File: config.mk
export PLATFORM = sky130hd
export DESIGN_NAME = posit_minmax_reducer
export DESIGN_NICKNAME = d
export VERILOG_FILES = /design/src/rtl/posit_pkg.sv /design/src/rtl/posit_minmax_reducer.sv
export SDC_FILE = /design/constraint.sdc
export NUM_CORES = 1
export LEC_CHECK = 0
export CORE_UTILIZATION = 30
export DETAILED_ROUTE_END_ITERATION = 7
export PLACE_DENSITY = 0.7
export SLEW_MARGIN = 20
export SYNTH_ARGS = -nofsm -noshare
export SYNTH_HDL_FRONTEND = slang
export SYNTH_SLANG_ARGS = --single-unit
File: constraint.sdc
create_clock -name clk_i -period 2.2 [get_ports clk_i]
set_clock_uncertainty 0.2 [all_clocks]
set_input_delay 0.44 -clock clk_i [delete_from_list [all_inputs] [get_ports clk_i]]
set_output_delay 0.44 -clock clk_i [all_outputs]
set_load 0.02 [all_outputs]
File: src/rtl/posit_pkg.sv
// Shared posit types: formats, min/max selection, non-computational op codes.
package posit_pkg;

  typedef enum logic [1:0] {
    POSIT32 = 2'd0,
    POSIT16 = 2'd1,
    POSIT8  = 2'd2
  } posit_format_e;

  typedef enum logic {
    MIN = 1'b0,
    MAX = 1'b1
  } roundmode_e;

  typedef enum logic {
    MINMAX = 1'b0
  } operation_e;

  // NaR is the lone pattern with only the sign bit set; narrower formats take the top bits.
  localparam logic [31:0] POSIT_NAR = 32'h8000_0000;

  function automatic int unsigned posit_width(posit_format_e fmt);
    case (fmt)
      POSIT16: return 16;
      POSIT8:  return 8;
      default: return 32;
    endcase
  endfunction

endpackage

File: src/rtl/posit_minmax_reducer.sv
// Folds a stream of posits into one min or max by issuing pairwise requests
// to an external non-computational unit and accumulating its results.
module posit_minmax_reducer
  import posit_pkg::*;
#(
  parameter posit_format_e pFormat = posit_format_e'(0),
  parameter int            MaxLen  = 16,
  localparam int           WIDTH   = posit_width(pFormat),
  localparam int           LW      = $clog2(MaxLen + 1)
) (
  input  logic                  clk_i,
  input  logic                  rst_ni,
  input  logic                  flush_i,
  input  logic                  start_i,
  input  roundmode_e            mode_i,
  input  logic [LW-1:0]         len_i,
  input  logic [WIDTH-1:0]      elem_i,
  input  logic                  elem_valid_i,
  output logic                  elem_ready_o,
  output logic [1:0][WIDTH-1:0] nc_operands_o,
  output roundmode_e            nc_rnd_mode_o,
  output operation_e            nc_op_o,
  output logic                  nc_op_mod_o,
  output logic                  nc_tag_o,
  output logic                  nc_in_valid_o,
  input  logic                  nc_in_ready_i,
  input  logic [WIDTH-1:0]      nc_result_i,
  input  logic                  nc_tag_i,
  input  logic                  nc_out_valid_i,
  output logic                  nc_out_ready_o,
  output logic [WIDTH-1:0]      res_o,
  output logic                  res_err_o,
  output logic                  res_valid_o,
  input  logic                  res_ready_i,
  output logic                  busy_o
);

  typedef enum logic [2:0] {S_IDLE, S_FIRST, S_FETCH, S_ISSUE, S_WAIT, S_DONE} state_e;

  state_e           state_q, state_d;
  logic [WIDTH-1:0] acc_q, acc_d, opb_q, opb_d;
  logic [LW-1:0]    cnt_q, cnt_d, len_q, len_d, cnt_inc;
  logic             err_q, err_d;
  roundmode_e       mode_q, mode_d;
  logic             do_rsp;

  assign cnt_inc       = cnt_q + LW'(1);
  assign nc_rnd_mode_o = mode_q;
  assign nc_op_o       = MINMAX;
  assign nc_op_mod_o   = 1'b0;
  assign res_o         = acc_q;
  assign res_err_o     = err_q;
  assign busy_o        = (state_q != S_IDLE);

  always_comb begin
    state_d        = state_q;
    acc_d          = acc_q;
    opb_d          = opb_q;
    cnt_d          = cnt_q;
    len_d          = len_q;
    err_d          = err_q;
    mode_d         = mode_q;
    do_rsp         = 1'b0;
    elem_ready_o   = 1'b0;
    nc_in_valid_o  = 1'b0;
    nc_out_ready_o = 1'b0;
    res_valid_o    = 1'b0;
    nc_operands_o  = '0;
    nc_tag_o       = 1'b0;

    case (state_q)
      S_IDLE: if (start_i && len_i != '0 && len_i <= LW'(MaxLen)) begin
        mode_d  = mode_i;
        len_d   = len_i;
        err_d   = 1'b0;
        state_d = S_FIRST;
      end
      S_FIRST: begin
        elem_ready_o = 1'b1;
        if (elem_valid_i) begin
          acc_d   = elem_i;
          cnt_d   = LW'(1);
          state_d = (len_q == LW'(1)) ? S_DONE : S_FETCH;
        end
      end
      S_FETCH: begin
        elem_ready_o = 1'b1;
        if (elem_valid_i) begin
          opb_d   = elem_i;
          state_d = S_ISSUE;
        end
      end
      S_ISSUE: begin
        nc_in_valid_o    = 1'b1;
        nc_out_ready_o   = 1'b1;
        nc_operands_o[0] = acc_q;
        nc_operands_o[1] = opb_q;
        nc_tag_o         = cnt_q[0];
        // A response without our request having gone out is not ours; it is drained.
        if (nc_in_ready_i) begin
          if (nc_out_valid_i) do_rsp = 1'b1;
          else                state_d = S_WAIT;
        end
      end
      S_WAIT: begin
        nc_out_ready_o = 1'b1;
        if (nc_out_valid_i) do_rsp = 1'b1;
      end
      S_DONE: begin
        res_valid_o = 1'b1;
        if (res_ready_i) state_d = S_IDLE;
      end
      default: state_d = S_IDLE;
    endcase

    if (do_rsp) begin
      acc_d   = nc_result_i;
      cnt_d   = cnt_inc;
      if (nc_tag_i != cnt_q[0]) err_d = 1'b1;
      state_d = (cnt_inc == len_q) ? S_DONE : S_FETCH;
    end

    // Flush wins over everything; nc_out_ready_o stays up so an in-flight response is swallowed.
    if (flush_i) begin
      state_d       = S_IDLE;
      acc_d         = acc_q;
      opb_d         = opb_q;
      cnt_d         = cnt_q;
      len_d         = len_q;
      err_d         = err_q;
      mode_d        = mode_q;
      elem_ready_o  = 1'b0;
      nc_in_valid_o = 1'b0;
      res_valid_o   = 1'b0;
    end
  end

  always_ff @(posedge clk_i or negedge rst_ni) begin
    if (!rst_ni) begin
      state_q <= S_IDLE;
      acc_q   <= '0;
      opb_q   <= '0;
      cnt_q   <= '0;
      len_q   <= '0;
      err_q   <= 1'b0;
      mode_q  <= MIN;
    end else begin
      state_q <= state_d;
      acc_q   <= acc_d;
      opb_q   <= opb_d;
      cnt_q   <= cnt_d;
      len_q   <= len_d;
      err_q   <= err_d;
      mode_q  <= mode_d;
    end
  end

endmodule

==> metrics.md <==
| Metric | Value |
|---|---|
| Mapped Cells | 437 |
| Pin count of the biggest net entering global routing | 65 |
| Number of enable flip-flop cells after synthesis | 0 |
| Hold crit path type | register to register |
| F_max | 0.469 GHz |
| Area contributors post-synth | dfrtp_1, mux2_2, and3_1 |
| Origin of the critical flop-to-flop path | state_q[2] |
| Arr. time, crit path | 1.49 ns |
| Ys flop type | dfrtp_1 |
| Critical Path End Type | primary output |
| Pre-CTS WS | -0.283 ns |
| Longest Clk Path Bufs | 2 |
| # placed instances | 788 |
| Via/cell ratio | 4.95 |
| Asr flop ratio synth | 100% |
| Outcome | completed |
| Synthesized area per cell | ~9.5 um^2 |
| Hold Fails Final Rpt | 0 |
| Kind of critical path | register to primary output |
| Final min period | 2.13 ns |
| Lkg Pwr | 3.18 nW |
| Initial DRT Pass Iterations | 5 |
| Count of pins over their slew limit | 0 |
| DR vias | 4006 |
| Nets | 709 |
| Die Ht | 119 um |
| DRT Wirelength | 13.5 mm |
| Max cap viols | 0 |
| CTS tree | built |
| First-pass GRT wire length | 21.2 mm |
| Root Buffer | clkbuf_16 |
| Final hold slack | 0.297 ns |
| Synthesized cell area | 0.00414 mm^2 |
| Num CTS Buffers | 9 |
| Chip Width | 119 um |
| Worst-path cell chain | nor2b_4 -> buf_4 -> buf_12 -> and3_1 -> buf_2 |
| Vias in the first global route | around 4100 |
| # setup viols final | 0 |
| GRT overflow | 0 |
| Area leader, netlist | dfrtp_1 |
| Clock sink count | 79 |
| Clk_lat worst skew | ~0.33 ns |
| Initial Util | 31.0% |
| Total power | 0.00802 W |
| Diode count | 0 |
| Placed wire-length estimate | just over 9 mm |
| Power Dens Cells | 1220 mW/mm^2 |
| GRT Util Overall | about a fifth |
| Critical path startpoint category | register |
| Remaining antenna violation count after routing | 0 |
| RR Endpoint | state_q[0] |
| I/O pins | between 150 and 200 |
| Final Wtd Congestion | between 0.8 and 0.9 |
| Final Instance Count excl. Fillers | 810 |
| Delay of the slowest cell on the worst path | between 0.3 and 0.4 ns |
| Worst reg2reg path depth | 7 |
| H-tree depth | 3 |
| Hold-critical path depth | 1 |
| Slowest-stage cell, CP | dfrtp_1 |
| Synth top area share | 47.8% |
| Hold Startpoint | opb_q[3] |
| P&R area growth vs syn | 59.2% |
| Max IR drop VDD | 0.429 mV |
| Register area share after synthesis | roughly 48% |
| Area of the die | 0.0143 mm^2 |
| Synth warnings | 0 |
| Remaining DRCs | 0 |
| Distinct cells, synth | 48 |
| FF+latch count, synth | 79 |
| Core ar. | 0.0133 mm^2 |
| CP Max Fanout | 24 |
| Period utilization | 96.9% |
| Initial antenna violation count | 0 |
| Share of layout cells above drive strength 1 | 27.6% |
| Worst setup margin | 0.0690 ns |
| Initial detailed-routing violation count | 206 |
| Worst R2R Setup Slack | 0.15 ns |
| IO buf count | 182 |
| WL/cell | 16.7 um |
| CP required | ~1.6 ns |
| Reg clk slew, reported paths | 0.06 ns |
| Cell row count | 42 |
| Hold EP | opb_q[3] |
## power by group
part           internal [W]  switching (W)  total (W)
registers           0.00214       0.000512    0.00265
clock network       0.00103       0.000605    0.00164
logic               0.00187        0.00187    0.00374
total               0.00504        0.00298    0.00802
## cell usage after synthesis (all sizes together), types with 2 or more instances
library cell and n:
a211oi 2, a21oi 6, a31o 2, a31oi 32, and3 65, buf 19
clkbuf 19, dfrtp 79, inv 7, mux2 38, nand2 71, nand2b 4
nand3 4, nor2 39, nor2b 3, nor3 3, nor3b 2, o21ai 9
o31ai 2, xnor2 7, xor2 3
## cells in the final DEF, fill, tap and decap left out, types with 2 or more instances in the layout
cell type / n
clkbuf_16: 10
nor3_1: 3
dfrtp_1: 78
bufinv_16: 2
nor2_1: 39
clkdlybuf4s50_1: 111
buf_4: 27
conb_1: 2
o21ai_0: 8
and3_4: 3
nand2_1: 71
nand3_1: 3
buf_12: 11
clkbuf_2: 2
and3_1: 62
buf_2: 46
a21oi_1: 5
a31oi_1: 32
inv_1: 6
a211oi_1: 2
nand2b_1: 4
buf_6: 17
mux2_2: 38
o31ai_1: 2
xnor2_1: 7
xor2_1: 3
inv_6: 2
a31o_2: 2
nor2b_1: 2
## kinds of logic (layout without fill, tap and decap cells)
kind of cell,Yosys count,after routing,share of synthesized area (%)
xor gates and xnor gates,10,10,2.12
adders and majority gates,1,1,0.302
DFF,79,79,47.8
other,1,2,0.0906
and+or+nand+nor,200,200,24.0
AOI/OAI and AO/OA,63,63,10.4
buffers and inverters,45,241,4.93
muxes,38,38,10.3
## metal layers
layer / up-vias / share of wire, % / GRT usage, % / wire length [um]
met5: - / 0 / 0 / 0
met1: 1921 / 43 / 23.4 / 5830
met2: 158 / 48 / 32.0 / 6550
met4: 0 / 1.7 / 6.95 / 235
met3: 16 / 6.7 / 4.55 / 899
li1: 1911 / - / - / -
## worst max-delay path by stage
stage / start / end / slack, ns
floorplan: state_q[2] / nc_operands_o[0] / 0.15
global placement: len_i[1] / nc_rnd_mode_o / -0.28
detailed placement: len_i[1] / len_q[2] / -0.28
CTS: state_q[2] / nc_operands_o[39] / -0.05
global route: state_q[2] / nc_tag_o / -0.0003
finish: state_q[0] / nc_operands_o[34] / 0.07
## per-stage QoR
stage / util [%] / cell area [um^2] / setup TNS, ns
after detailed placement: 47.7 / 6370 / -8.12
after global routing: 49.4 / 6590 / -0.000322
final: 49.4 / 6590 / 0
after floorplan: - / 4140 / 0
after CTS: 49.0 / 6540 / -0.625
after global placement: 47.7 / 6370 / -6.06
## registers in the layout, indices dropped and copies added, names as in the netlist
name,flops
res_err_o,1
res_o,32
opb_q,32
len_q,5
nc_rnd_mode_o,1
state_q,3
cnt_q,5
## critical path: cells and delay by family, from the launching register on
kind                   cells  cell delay, ns
buffers and inverters      3            0.44
flip-flops                 1            0.39
AND/OR/NAND/NOR            2            0.32
## layout make-up
cell class	count	area, um^2
Fill cell	1251	6760
Timing Repair Buffer	218	2040
Multi-Input combinational cell	314	2000
Sequential cell	79	1980
Clock buffer	10	239
Tap cell	176	220
Clock inverter	6	90.1
Inverter	7	26.3
## repair_timing
action,in CTS,in global routing
endpoints found under the setup margin,70,36
endpoints found under the hold margin,32,0
hold buffers,1,0
gates resized for setup,302,22
buffers inserted,2,1
gates cloned,1,1
(Power assumes the default switching activity.)
